--- src/rtl/bcd_pkg.sv ---
// rtl/bcd_pkg.sv - shared state encoding and digit constants for the binary-to-BCD converter
package bcd_pkg;

    typedef enum logic [0:0] {
        REPOSO    = 1'b0,
        CONVIERTE = 1'b1
    } estado_t;

    localparam logic [3:0] UMBRAL_BCD = 4'd5;
    localparam logic [3:0] AJUSTE_BCD = 4'd3;
    localparam logic [3:0] DIGITO_MAX = 4'd9;

endpackage

--- src/rtl/corrector_digito_bcd.sv ---
// rtl/corrector_digito_bcd.sv - add-3 correction applied to one BCD digit before each shift
module corrector_digito_bcd
    import bcd_pkg::*;
(
    input  logic [3:0] digito_in,
    output logic [3:0] digito_out
);

    // Largest corrected value is 9+3=12, so four bits never wrap.
    always_comb begin
        digito_out = digito_in;
        if (digito_in >= UMBRAL_BCD) begin
            digito_out = digito_in + AJUSTE_BCD;
        end
    end

endmodule

--- src/rtl/binario_a_bcd_serial.sv ---
// rtl/binario_a_bcd_serial.sv - serial double-dabble converter, one input bit per clock
module binario_a_bcd_serial
    import bcd_pkg::*;
#(
    parameter int N_BITS  = 8,
    parameter int DIGITOS = 3
) (
    input  logic                 clk,
    input  logic                 rst,
    input  logic                 inicio,
    input  logic [N_BITS-1:0]    dato_bin,
    output logic                 ocupado,
    output logic                 listo,
    output logic [4*DIGITOS-1:0] bcd,
    output logic                 desborde
);

    localparam int BCD_W = 4 * DIGITOS;
    localparam int CNT_W = $clog2(N_BITS + 1);
    localparam int SH_W  = BCD_W + N_BITS + 1;

    estado_t            estado_q, estado_d;
    logic [N_BITS-1:0]  sreg_bin_q, sreg_bin_d;
    logic [BCD_W-1:0]   sreg_bcd_q, sreg_bcd_d;
    logic [CNT_W-1:0]   cnt_q, cnt_d;
    logic               ovf_acc_q, ovf_acc_d;
    logic [BCD_W-1:0]   bcd_q, bcd_d;
    logic               desborde_q, desborde_d;
    logic               listo_q, listo_d;

    logic [BCD_W-1:0]   bcd_corr;
    logic [SH_W-1:0]    desplazado;
    logic               bit_out;
    logic [BCD_W-1:0]   bcd_sig;
    logic [N_BITS-1:0]  bin_sig;
    logic               ultimo;

    for (genvar g = 0; g < DIGITOS; g++) begin : g_corr
        corrector_digito_bcd u_corr (
            .digito_in  (sreg_bcd_q[4*g +: 4]),
            .digito_out (bcd_corr[4*g +: 4])
        );
    end

    // The bit leaving the top digit is what the result could not hold.
    assign desplazado = {bcd_corr, sreg_bin_q, 1'b0};
    assign bit_out    = desplazado[SH_W-1];
    assign bcd_sig    = desplazado[SH_W-2 -: BCD_W];
    assign bin_sig    = desplazado[N_BITS-1:0];
    assign ultimo     = (cnt_q == CNT_W'(N_BITS - 1));

    always_comb begin
        estado_d   = estado_q;
        sreg_bin_d = sreg_bin_q;
        sreg_bcd_d = sreg_bcd_q;
        cnt_d      = cnt_q;
        ovf_acc_d  = ovf_acc_q;
        bcd_d      = bcd_q;
        desborde_d = desborde_q;
        listo_d    = 1'b0;
        case (estado_q)
            REPOSO: begin
                if (inicio) begin
                    sreg_bin_d = dato_bin;
                    sreg_bcd_d = '0;
                    ovf_acc_d  = 1'b0;
                    cnt_d      = '0;
                    estado_d   = CONVIERTE;
                end
            end
            CONVIERTE: begin
                sreg_bin_d = bin_sig;
                sreg_bcd_d = bcd_sig;
                ovf_acc_d  = ovf_acc_q | bit_out;
                cnt_d      = cnt_q + CNT_W'(1);
                if (ultimo) begin
                    bcd_d      = bcd_sig;
                    desborde_d = ovf_acc_q | bit_out;
                    listo_d    = 1'b1;
                    estado_d   = REPOSO;
                end
            end
        endcase
    end

    always_ff @(posedge clk or posedge rst) begin
        if (rst) begin
            estado_q   <= REPOSO;
            sreg_bin_q <= '0;
            sreg_bcd_q <= '0;
            cnt_q      <= '0;
            ovf_acc_q  <= 1'b0;
            bcd_q      <= '0;
            desborde_q <= 1'b0;
            listo_q    <= 1'b0;
        end else begin
            estado_q   <= estado_d;
            sreg_bin_q <= sreg_bin_d;
            sreg_bcd_q <= sreg_bcd_d;
            cnt_q      <= cnt_d;
            ovf_acc_q  <= ovf_acc_d;
            bcd_q      <= bcd_d;
            desborde_q <= desborde_d;
            listo_q    <= listo_d;
        end
    end

    assign ocupado  = (estado_q == CONVIERTE);
    assign listo    = listo_q;
    assign bcd      = bcd_q;
    assign desborde = desborde_q;

endmodule
--- config.mk ---
export PLATFORM = sky130hd
export DESIGN_NAME = binario_a_bcd_serial
export DESIGN_NICKNAME = d
export VERILOG_FILES = /design/src/rtl/bcd_pkg.sv /design/src/rtl/corrector_digito_bcd.sv /design/src/rtl/binario_a_bcd_serial.sv
export SDC_FILE = /design/constraint.sdc
export NUM_CORES = 1
export LEC_CHECK = 0
export CAP_MARGIN = 20
export CORE_AREA = 2 2 64 112
export CTS_BUF_LIST = sky130_fd_sc_hd__clkbuf_4 sky130_fd_sc_hd__clkbuf_8
export CTS_CLUSTER_SIZE = 24
export DETAILED_ROUTE_END_ITERATION = 10
export DIE_AREA = 0 0 66 114
export PLACE_DENSITY = 0.46
export SYNTH_ARGS = -nofsm -noshare
export SYNTH_HDL_FRONTEND = slang
export SYNTH_SLANG_ARGS = --single-unit
export TNS_END_PERCENT = 10
--- constraint.sdc ---
create_clock -name clk -period 4.1 [get_ports clk]
set_input_delay 0.615 -clock clk [delete_from_list [all_inputs] [get_ports clk]]
set_output_delay 0.615 -clock clk [all_outputs]
set_load 0.03 [all_outputs]
==> After elaboration in Yosys (flattened, before gate mapping) <==
Cells that the tools add are included.
{ "totals": {"reg_bits": 40, "output_inout_bits": 15, "in_bits": 11} }
{ "op_classes": {"n_reduce_logical": 1, "add_sub_neg": 4, "n_lt_le_gt_ge": 3, "n_mux": 16, "eq_ne": 2, "n_bitwise": 2} }
{ "op_table": {"columns": ["operator", "n"], "rows": [
  ["$pmux W12 S2", 1],
  ["$mux W4", 4],
  ["$pmux W8 S2", 1],
  ["$add A4 B2 Y4 const B", 3],
  ["$ge A4 B3 Y1 const B", 3],
  ["$mux W12", 1],
  ["$mux W8", 1],
  ["$pmux W4 S2", 1],
  ["$mux W1", 5],
  ["$add A4 B1 Y4 const B", 1],
  ["$eq A4 B3 Y1 const B", 1],
  ["$pmux W1 S2", 2],
  ["$ne A2 B2 Y1 const B", 1],
  ["$reduce_and A2 Y1", 1],
  ["$not A1 Y1", 1],
  ["$or A1 B1 Y1", 1]
]} }

==> Depth between registers and ports, before layout <==
Gate-level depths: netlist of run 1.
{ "depth": {"depth_word": 4, "ltp_mapped": 6} }

==> Modules after synthesis <==
Synthesis of run 1 repeated with hierarchy kept, for this count alone.
{ "hier_totals": {"cells_unflattened": 167, "area_unflattened_um2": 1895.6} }
{ "by_module_without_submodules": {"columns": ["mod", "area_per_inst_um2", "seq_area_each_um2", "cells_per_inst", "instances"], "rows": [
  ["binario_a_bcd_serial", 1591.5, 1001.0, 119, 1],
  ["corrector_digito_bcd", 101.3, 0.0, 16, 3]
]} }

==> Worst setup path after synthesis of run 1 <==
OpenSTA, ideal clock, no wires.
{ "synth_timing": {"path_kind": "flip-flop to flip-flop", "startpoint": "register sreg_bcd_q[8]", "endpoint": "register sreg_bcd_q[10]", "setup_slack_ns": 2.619, "path_stages_with_launch": 7, "arrival_time_ns": 1.401, "synth_period_minus_slack_ns": 1.481, "path_buffers": 0, "setup_ns": 0.079, "t_required_ns": 4.021, "path_cell_list": "dfrtp_1 > inv_1 > ha_1 > nand2b_1 > a21oi_2 > mux2_2 > mux2i_1"} }
{ "synth_between": {"elab_chain_cells": 3, "word_cells_on_any_way": 4} }
{ "synth_lines": {"columns": ["item", "line_no", "source"], "rows": [
  ["start: declaration", "binario_a_bcd_serial.sv:24", "logic [BCD_W-1:0] sreg_bcd_q, sreg_bcd_d;"],
  ["start signal: assignment", "binario_a_bcd_serial.sv:99", "sreg_bcd_q <= sreg_bcd_d;"],
  ["$add A4 B2 Y4 or $ge A4 B3 Y1 (tied branches)", "corrector_digito_bcd.sv:13, corrector_digito_bcd.sv:12", null],
  ["$mux W4 (*)", "corrector_digito_bcd.sv:12", "if (digito_in >= UMBRAL_BCD) begin"],
  ["$pmux W12 S2 (*)", "binario_a_bcd_serial.sv:61", "case (estado_q)"]
]} }
Mark *: on every way between the ends. The rest lies on a longest branch, timed or not.
A chain may end at the register's enable or synchronous reset.

==> Final worst setup path of run 1 <==
{ "layout_timing": {"startpoint": "register estado_q, in the netlist ocupado", "endpoint": "output ocupado"} }
{ "layout_rtl": {"columns": ["item", "line_no", "source"], "rows": [
  ["start: declaration", "binario_a_bcd_serial.sv:22", "estado_t estado_q, estado_d;"],
  ["start signal: assignment", "binario_a_bcd_serial.sv:97", "estado_q <= estado_d;"],
  ["end: declaration", "binario_a_bcd_serial.sv:12", "output logic ocupado,"]
]} }
No word-level cell between the ends.

==> run metrics, run 1 <==
Post-Syn Nets=201; cts bufs inserted=5; Via density=4.57; Die Y-Extent=114 um; full die area=0.00752 mm^2; critical setup path kind=reg2out; Hold Vio Cnt, Final=0; worst vdd ir=0.478 mV; Hold Path Stages=2; DIE WIDTH=~66 um; critical path peak fanout=38; Worst Tran Pin Value=approximately 1000 ps; sequential power share=35.3%; Most used DFF post-synth=dfrtp_1; WL/cell=between 10 and 15 um; Setup Fix Bufs, Post-CTS=0; diodes inserted=0; CTS tree=yes; Finish-stage setup viols=0; total power=1.97 mW; reg2reg end=bcd[0]; setup slack, reg-to-reg=roughly 2400 ps; TritonCTS sink count=40; post-synth top area share=51.5%; vias in the first global route=1385; Arr. time, crit path=between 1500 and 2000 ps; RSZ-0062 raised after global routing=false; # hold bufs at CTS=0; grt ovf=0; Rel. slew slack=about a third; worst hold path startpoint=bcd[6]; Cell Area, Placed=0.00226 mm^2; outcome=finished, final reports clean; YS warnings=0; reg2reg start=ocupado; Hold EP=bcd[6]; CP required=around 3500 ps; Sw Share=around 40%; first-pass GRT wire length=6610 um; worst hold path type=reg2reg; Post-synth EDFFs=0; fmax=around 420 MHz; port bufs=25; Worst setup SP type=flip-flop; Worst Setup End Kind=output port; Rows=40; fin. max-slew vios=0; initial antenna violation count=0; PostCTS Resize Cnt=0; Final ANT Viol Nets=0; RD Place Congestion=0.741; via count=1344; clk_lat worst skew=290 ps; # H-tree levels=2; reg2reg path depth=4; max-cap violations=0; Starting Density=29.0%; most numerous cell in the Yosys netlist=dfrtp_1; post-synthesis sequential area ratio=51.5%; Tmin final=~2400 ps; Bufs on Longest Clock Path=2; initial drt markers=35; Mapped Cells=183; Core ar.=0.00671 mm^2; Comb pwr share=46.5%; #FFs+latches synth=40; nets=227; mapped cell area=0.00194 mm^2; clock network fraction of total power=between 10% and 20%; pwr/cell area=823 mW/mm^2; Synth area leaders=dfrtp_1 (52%), mux2i_1 (9.8%), nand2b_1 (4.8%); largest area contributor in the netlist=dfrtp_1; period utilization=58.0%; fraction of layout cells with a size suffix above 1=8.10%; first drt pass iteration count=4; WL final=3840 um; maximum number of pins on one net before global-route repair=39; clock slew at reported path FFs=roughly 80 ps; Clock Skew=4.10 ps; Fillers=695; DP Wirelength=2560 um; drc violations=0; P_sw=0.779 mW; most common library cells after synthesis=dfrtp_1 (40), nand2_1 (22), mux2i_1 (19), nand2b_1 (15), o21ai_0 (15); global-route usage over all layers=11.5%; Area Growth Syn to Fin=23.0%; clock root buffer=clkbuf_8; P_leak=1.11 nW; Synth cell types=28; IO Count=26; internal power=1.19 mW; TNS Setup=0 ps; async set-reset flop share out of synthesis=between 90% and 100%; Mean Syn Cell Area=between 10 and 15 um^2; final instance area=0.00239 mm^2
sequential cells by signal, indices dropped and copies added, names as in the netlist:
signal and cells:
ovf_acc_q 1, desborde 1, listo 1, sreg_bin_q 8, sreg_bcd_q 12, bcd 12, ocupado 1, cnt_q 4
metrics by stage:
stage | utilization, % | hold slack, ps | worst slack [ps] | std cells
finish | 35.6 | 483 | 1720 | 294
global route | 35.6 | 505 | 1650 | 294
CTS | 35.6 | 494 | 1680 | 294
detailed placement | 33.8 | 470 | 1700 | 286
global placement | 33.8 | 460 | 1750 | 286
floorplan | - | 449 | 2570 | 183
layer usage:
| metal | share of wire [%] | GRT usage, % | vias up |
|---|---|---|---|
| met3 | 2.4 | 2.37 | 6 |
| met2 | 50 | 18.9 | 18 |
| met1 | 45 | 14.1 | 651 |
| li1 | - | - | 669 |
| met5 | 0 | 0 | - |
| met4 | 2.3 | 5.71 | 0 |
cell type report:
| cell class | instances | area, um^2 | area share, % |
|---|---|---|---|
| Sequential cell | 40 | 1000 | 41.9 |
| Timing Repair Buffer | 27 | 265 | 11.1 |
| Tap cell | 84 | 105 | 4.40 |
| Clock buffer | 7 | 96.3 | 4.03 |
| Multi-Input combinational cell | 125 | 855 | 35.8 |
| Clock inverter | 1 | 30.0 | 1.26 |
| Inverter | 10 | 37.5 | 1.57 |
power groups by stage:
| stage | Clock (mW) | Sequential (mW) | Combinational (mW) |
|---|---|---|---|
| 6_report | 0.357 | 0.695 | 0.916 |
| 4_1_cts | 0.368 | 0.698 | 0.934 |
| 3_5_place_dp | 0 | 0.704 | 0.930 |
| 5_1_grt | 0.387 | 0.722 | 1.04 |
| 2_1_floorplan | 0 | 0.796 | 0.571 |
| 3_3_place_gp | 0 | 0.702 | 0.914 |
kinds of logic after synthesis:
logic type | share of synthesized area (%)
buf+inv | 4.51
xor+xnor | 1.80
simple gates | 14.6
compound gates | 10.8
mux | 12.3
flops | 51.5
fa+ha+maj | 4.51
how the worst max path moves through the flow:
stage,startpoint,cells after the start,end,slack (ps)
floorplan,rst,1,bcd[0],2570
global placement,inicio,4,sreg_bcd_q[11],1750
detailed placement,inicio,4,cnt_q[3],1700
finish,ocupado,2,ocupado,1720
global route,ocupado,2,ocupado,1650
CTS,ocupado,2,ocupado,1680
cell usage in the layout, fill, tap and decap left out, drive strengths merged:
cell,synthesis,layout
a21oi,9,9
a22o,1,1
a2bb2oi,1,1
a31oi,1,1
and2b,1,1
buf,7,2
bufinv,0,1
clkbuf,1,7
clkdlybuf4s50,0,25
dfrtp,40,40
ha,7,7
inv,10,10
mux2,4,4
mux2i,19,19
nand2,22,22
nand2b,15,15
nand3,2,2
nand4,1,1
nor2,4,4
nor3b,7,7
o21ai,26,26
o31ai,1,1
xnor2,3,3
xor2,1,1
worst max-delay path, cell delays in order (launching register included):
cell and delay, ps:
dfrtp_1 330, buf_4 390, clkdlybuf4s50_1 760
Power figures use the tool's default switching activity.
==> inputs of run 2 (changes only) <==
--- a/config.mk
+++ b/config.mk
@@ -11,7 +11,7 @@
 export CTS_CLUSTER_SIZE = 24
 export DETAILED_ROUTE_END_ITERATION = 10
 export DIE_AREA = 0 0 66 114
-export PLACE_DENSITY = 0.46
+export PLACE_DENSITY = 0.48
 export SYNTH_ARGS = -nofsm -noshare
 export SYNTH_HDL_FRONTEND = slang
 export SYNTH_SLANG_ARGS = --single-unit
==> constraint.sdc (replaced) <==
create_clock -name clk -period 1.9 [get_ports clk]
set_input_delay 0.285 -clock clk [delete_from_list [all_inputs] [get_ports clk]]
set_output_delay 0.285 -clock clk [all_outputs]
set_load 0.03 [all_outputs]
==> run metrics, run 2 (synthesized netlist as in run 1, its figures left out) <==
outcome=finished, final reports clean; initial drt markers=59 (+69%); Finish-stage setup viols=0 (unchanged); Via density=4.65 (+1.8%); CTS tree=yes; P_sw=1.65 mW (+110%); full die area=0.00752 mm^2 (unchanged); Sw Share=40.5% (+0.89 points); reg2reg path depth=6 (+2); Worst Tran Pin Value=521 ps (-496 ps); final instance area=0.00238 mm^2 (-0.47%); Fillers=721 (+3.7%); Hold Vio Cnt, Final=0 (unchanged); PostCTS Resize Cnt=0 (unchanged); Clock Skew=2.44 ps (-1.66 ps); nets=228 (+0.44%); Tmin final=1650 ps; TNS Setup=0 ps (unchanged); Area Growth Syn to Fin=22.4%; Worst setup SP type=flip-flop; RSZ-0062 raised after global routing=false; period utilization=~87%; diodes inserted=0 (unchanged); Comb pwr share=48.1% (+1.6 points); Core ar.=0.00671 mm^2 (unchanged); port bufs=25 (unchanged); maximum number of pins on one net before global-route repair=41 (+5.1%); post-layout util=35.5% (-0.17 points); Worst Setup End Kind=flip-flop; reg2reg start=sreg_bcd_q[8]; P_leak=1.11 nW (-0.25%); internal power=2.42 mW (+100%); WL final=3750 um (-2.3%); fin. max-slew vios=0 (unchanged); initial antenna violation count=0 (unchanged); # H-tree levels=2 (unchanged); clock network fraction of total power=15.0% (-3.1 points); cts bufs inserted=5 (unchanged); setup slack, reg-to-reg=250 ps (-2150 ps); # hold bufs at CTS=0 (unchanged); Setup Fix Bufs, Post-CTS=0 (unchanged); grt ovf=0 (unchanged); Rel. slew slack=65.2% (+33 points); vias in the first global route=1432 (+3.4%); fraction of layout cells with a size suffix above 1=9.00% (+0.91 points); Cell Area, Placed=0.00228 mm^2 (+0.77%); DP Wirelength=2580 um (+0.65%); critical setup path kind=reg2reg; via count=1373 (+2.2%); worst vdd ir=0.507 mV (+6.1%); pwr/cell area=1710 mW/mm^2 (+110%); Arr. time, crit path=1860 ps (+100 ps); Starting Density=29.0% (unchanged); CP required=2110 ps (-1370 ps); Bufs on Longest Clock Path=2 (unchanged); worst hold path type=in2async; clock slew at reported path FFs=70 ps (about the same); fmax=606 MHz; first-pass GRT wire length=6870 um (+4.0%); WL/cell=12.7 um (-2.7%); clock root buffer=clkbuf_8; commonest non-fill, non-tap cell in the layout=dfrtp_1; max-cap violations=0 (unchanged); Final ANT Viol Nets=0 (unchanged); first drt pass iteration count=4 (unchanged); TritonCTS sink count=40 (unchanged); global-route usage over all layers=11.9% (+0.40 points); DIE WIDTH=66 um (unchanged); Die Y-Extent=114 um (unchanged); reg2reg end=sreg_bcd_q[10]; most frequent cells in the layout=dfrtp_1 (40), clkdlybuf4s50_1 (24), nand2_1 (22); critical path peak fanout=5 (-87%); drc violations=0 (unchanged); Rows=40 (unchanged); RD Place Congestion=0.771 (+3.9%); IO Count=26 (unchanged); clk_lat worst skew=290 ps (about the same); sequential power share=36.9% (+1.6 points)
[run 2: cell count changes in the layout (fill, tap and decap cells not counted), sizes merged]
| cell | previous run | this run |
|---|---|---|
| clkbuf | 7 | 8 |
| bufinv | 1 | 0 |
| buf | 2 | 4 |
| clkdlybuf4s50 | 25 | 24 |
[run 2: layer usage]
| metal | global-route usage [%] | part of all wire (%) | wire length (um) |
|---|---|---|---|
| met3 | 2.66 | 2.5 | 95 |
| met4 | 5.31 | 2.4 | 89 |
| met5 | 0 | 0 | 0 |
| met2 | 20.9 | 52 | 1950 |
| met1 | 13.4 | 43 | 1610 |
[run 2: layout make-up]
class / count / area, um^2 / area share, %
flip-flops and latches: 40 / 1000 / 42.1
multi-input cells: 125 / 855 / 35.9
repair buffers: 28 / 283 / 11.9
well taps: 84 / 105 / 4.42
clock buffers: 8 / 97.6 / 4.10
inverters: 10 / 37.5 / 1.58
[run 2: worst max-delay path: stages, from the launching register on]
cell	delay, ps
dfrtp_1	420
inv_1	100
ha_1	250
nand2b_1	110
a21oi_2	190
mux2_2	370
mux2i_1	140
[run 2: power by group through the flow]
stage / combinational [mW] / clock, mW / sequential, mW
final: 1.96 / 0.613 / 1.50
after global routing: 2.23 / 0.679 / 1.57
after CTS: 2.01 / 0.642 / 1.51
after detailed placement: 2.00 / 0 / 1.52
after global placement: 1.98 / 0 / 1.52
after floorplan: 1.23 / 0 / 1.72
[run 2: stage by stage]
step / hold slack (ps) / instances / power, mW / worst slack, ps
2_1_floorplan: 441 / 183 / 2.95 / 419
3_3_place_gp: 466 / 287 / 3.49 / 278
3_5_place_dp: 475 / 287 / 3.52 / 260
4_1_cts: 435 / 295 / 4.16 / 233
5_1_grt: 478 / 295 / 4.48 / 128
6_report: 414 / 295 / 4.07 / 251
[run 2: how the worst max path moves through the flow]
stage | start | cells past startpoint | slack, ps | endpoint
after detailed placement | sreg_bcd_q[0] | 6 | 260 | sreg_bcd_q[2]
after global placement | sreg_bcd_q[0] | 6 | 280 | sreg_bcd_q[2]
final | sreg_bcd_q[8] | 6 | 250 | sreg_bcd_q[10]
after CTS | sreg_bcd_q[8] | 6 | 230 | sreg_bcd_q[10]
after floorplan | sreg_bcd_q[8] | 6 | 420 | sreg_bcd_q[10]
after global routing | sreg_bcd_q[8] | 6 | 130 | sreg_bcd_q[10]
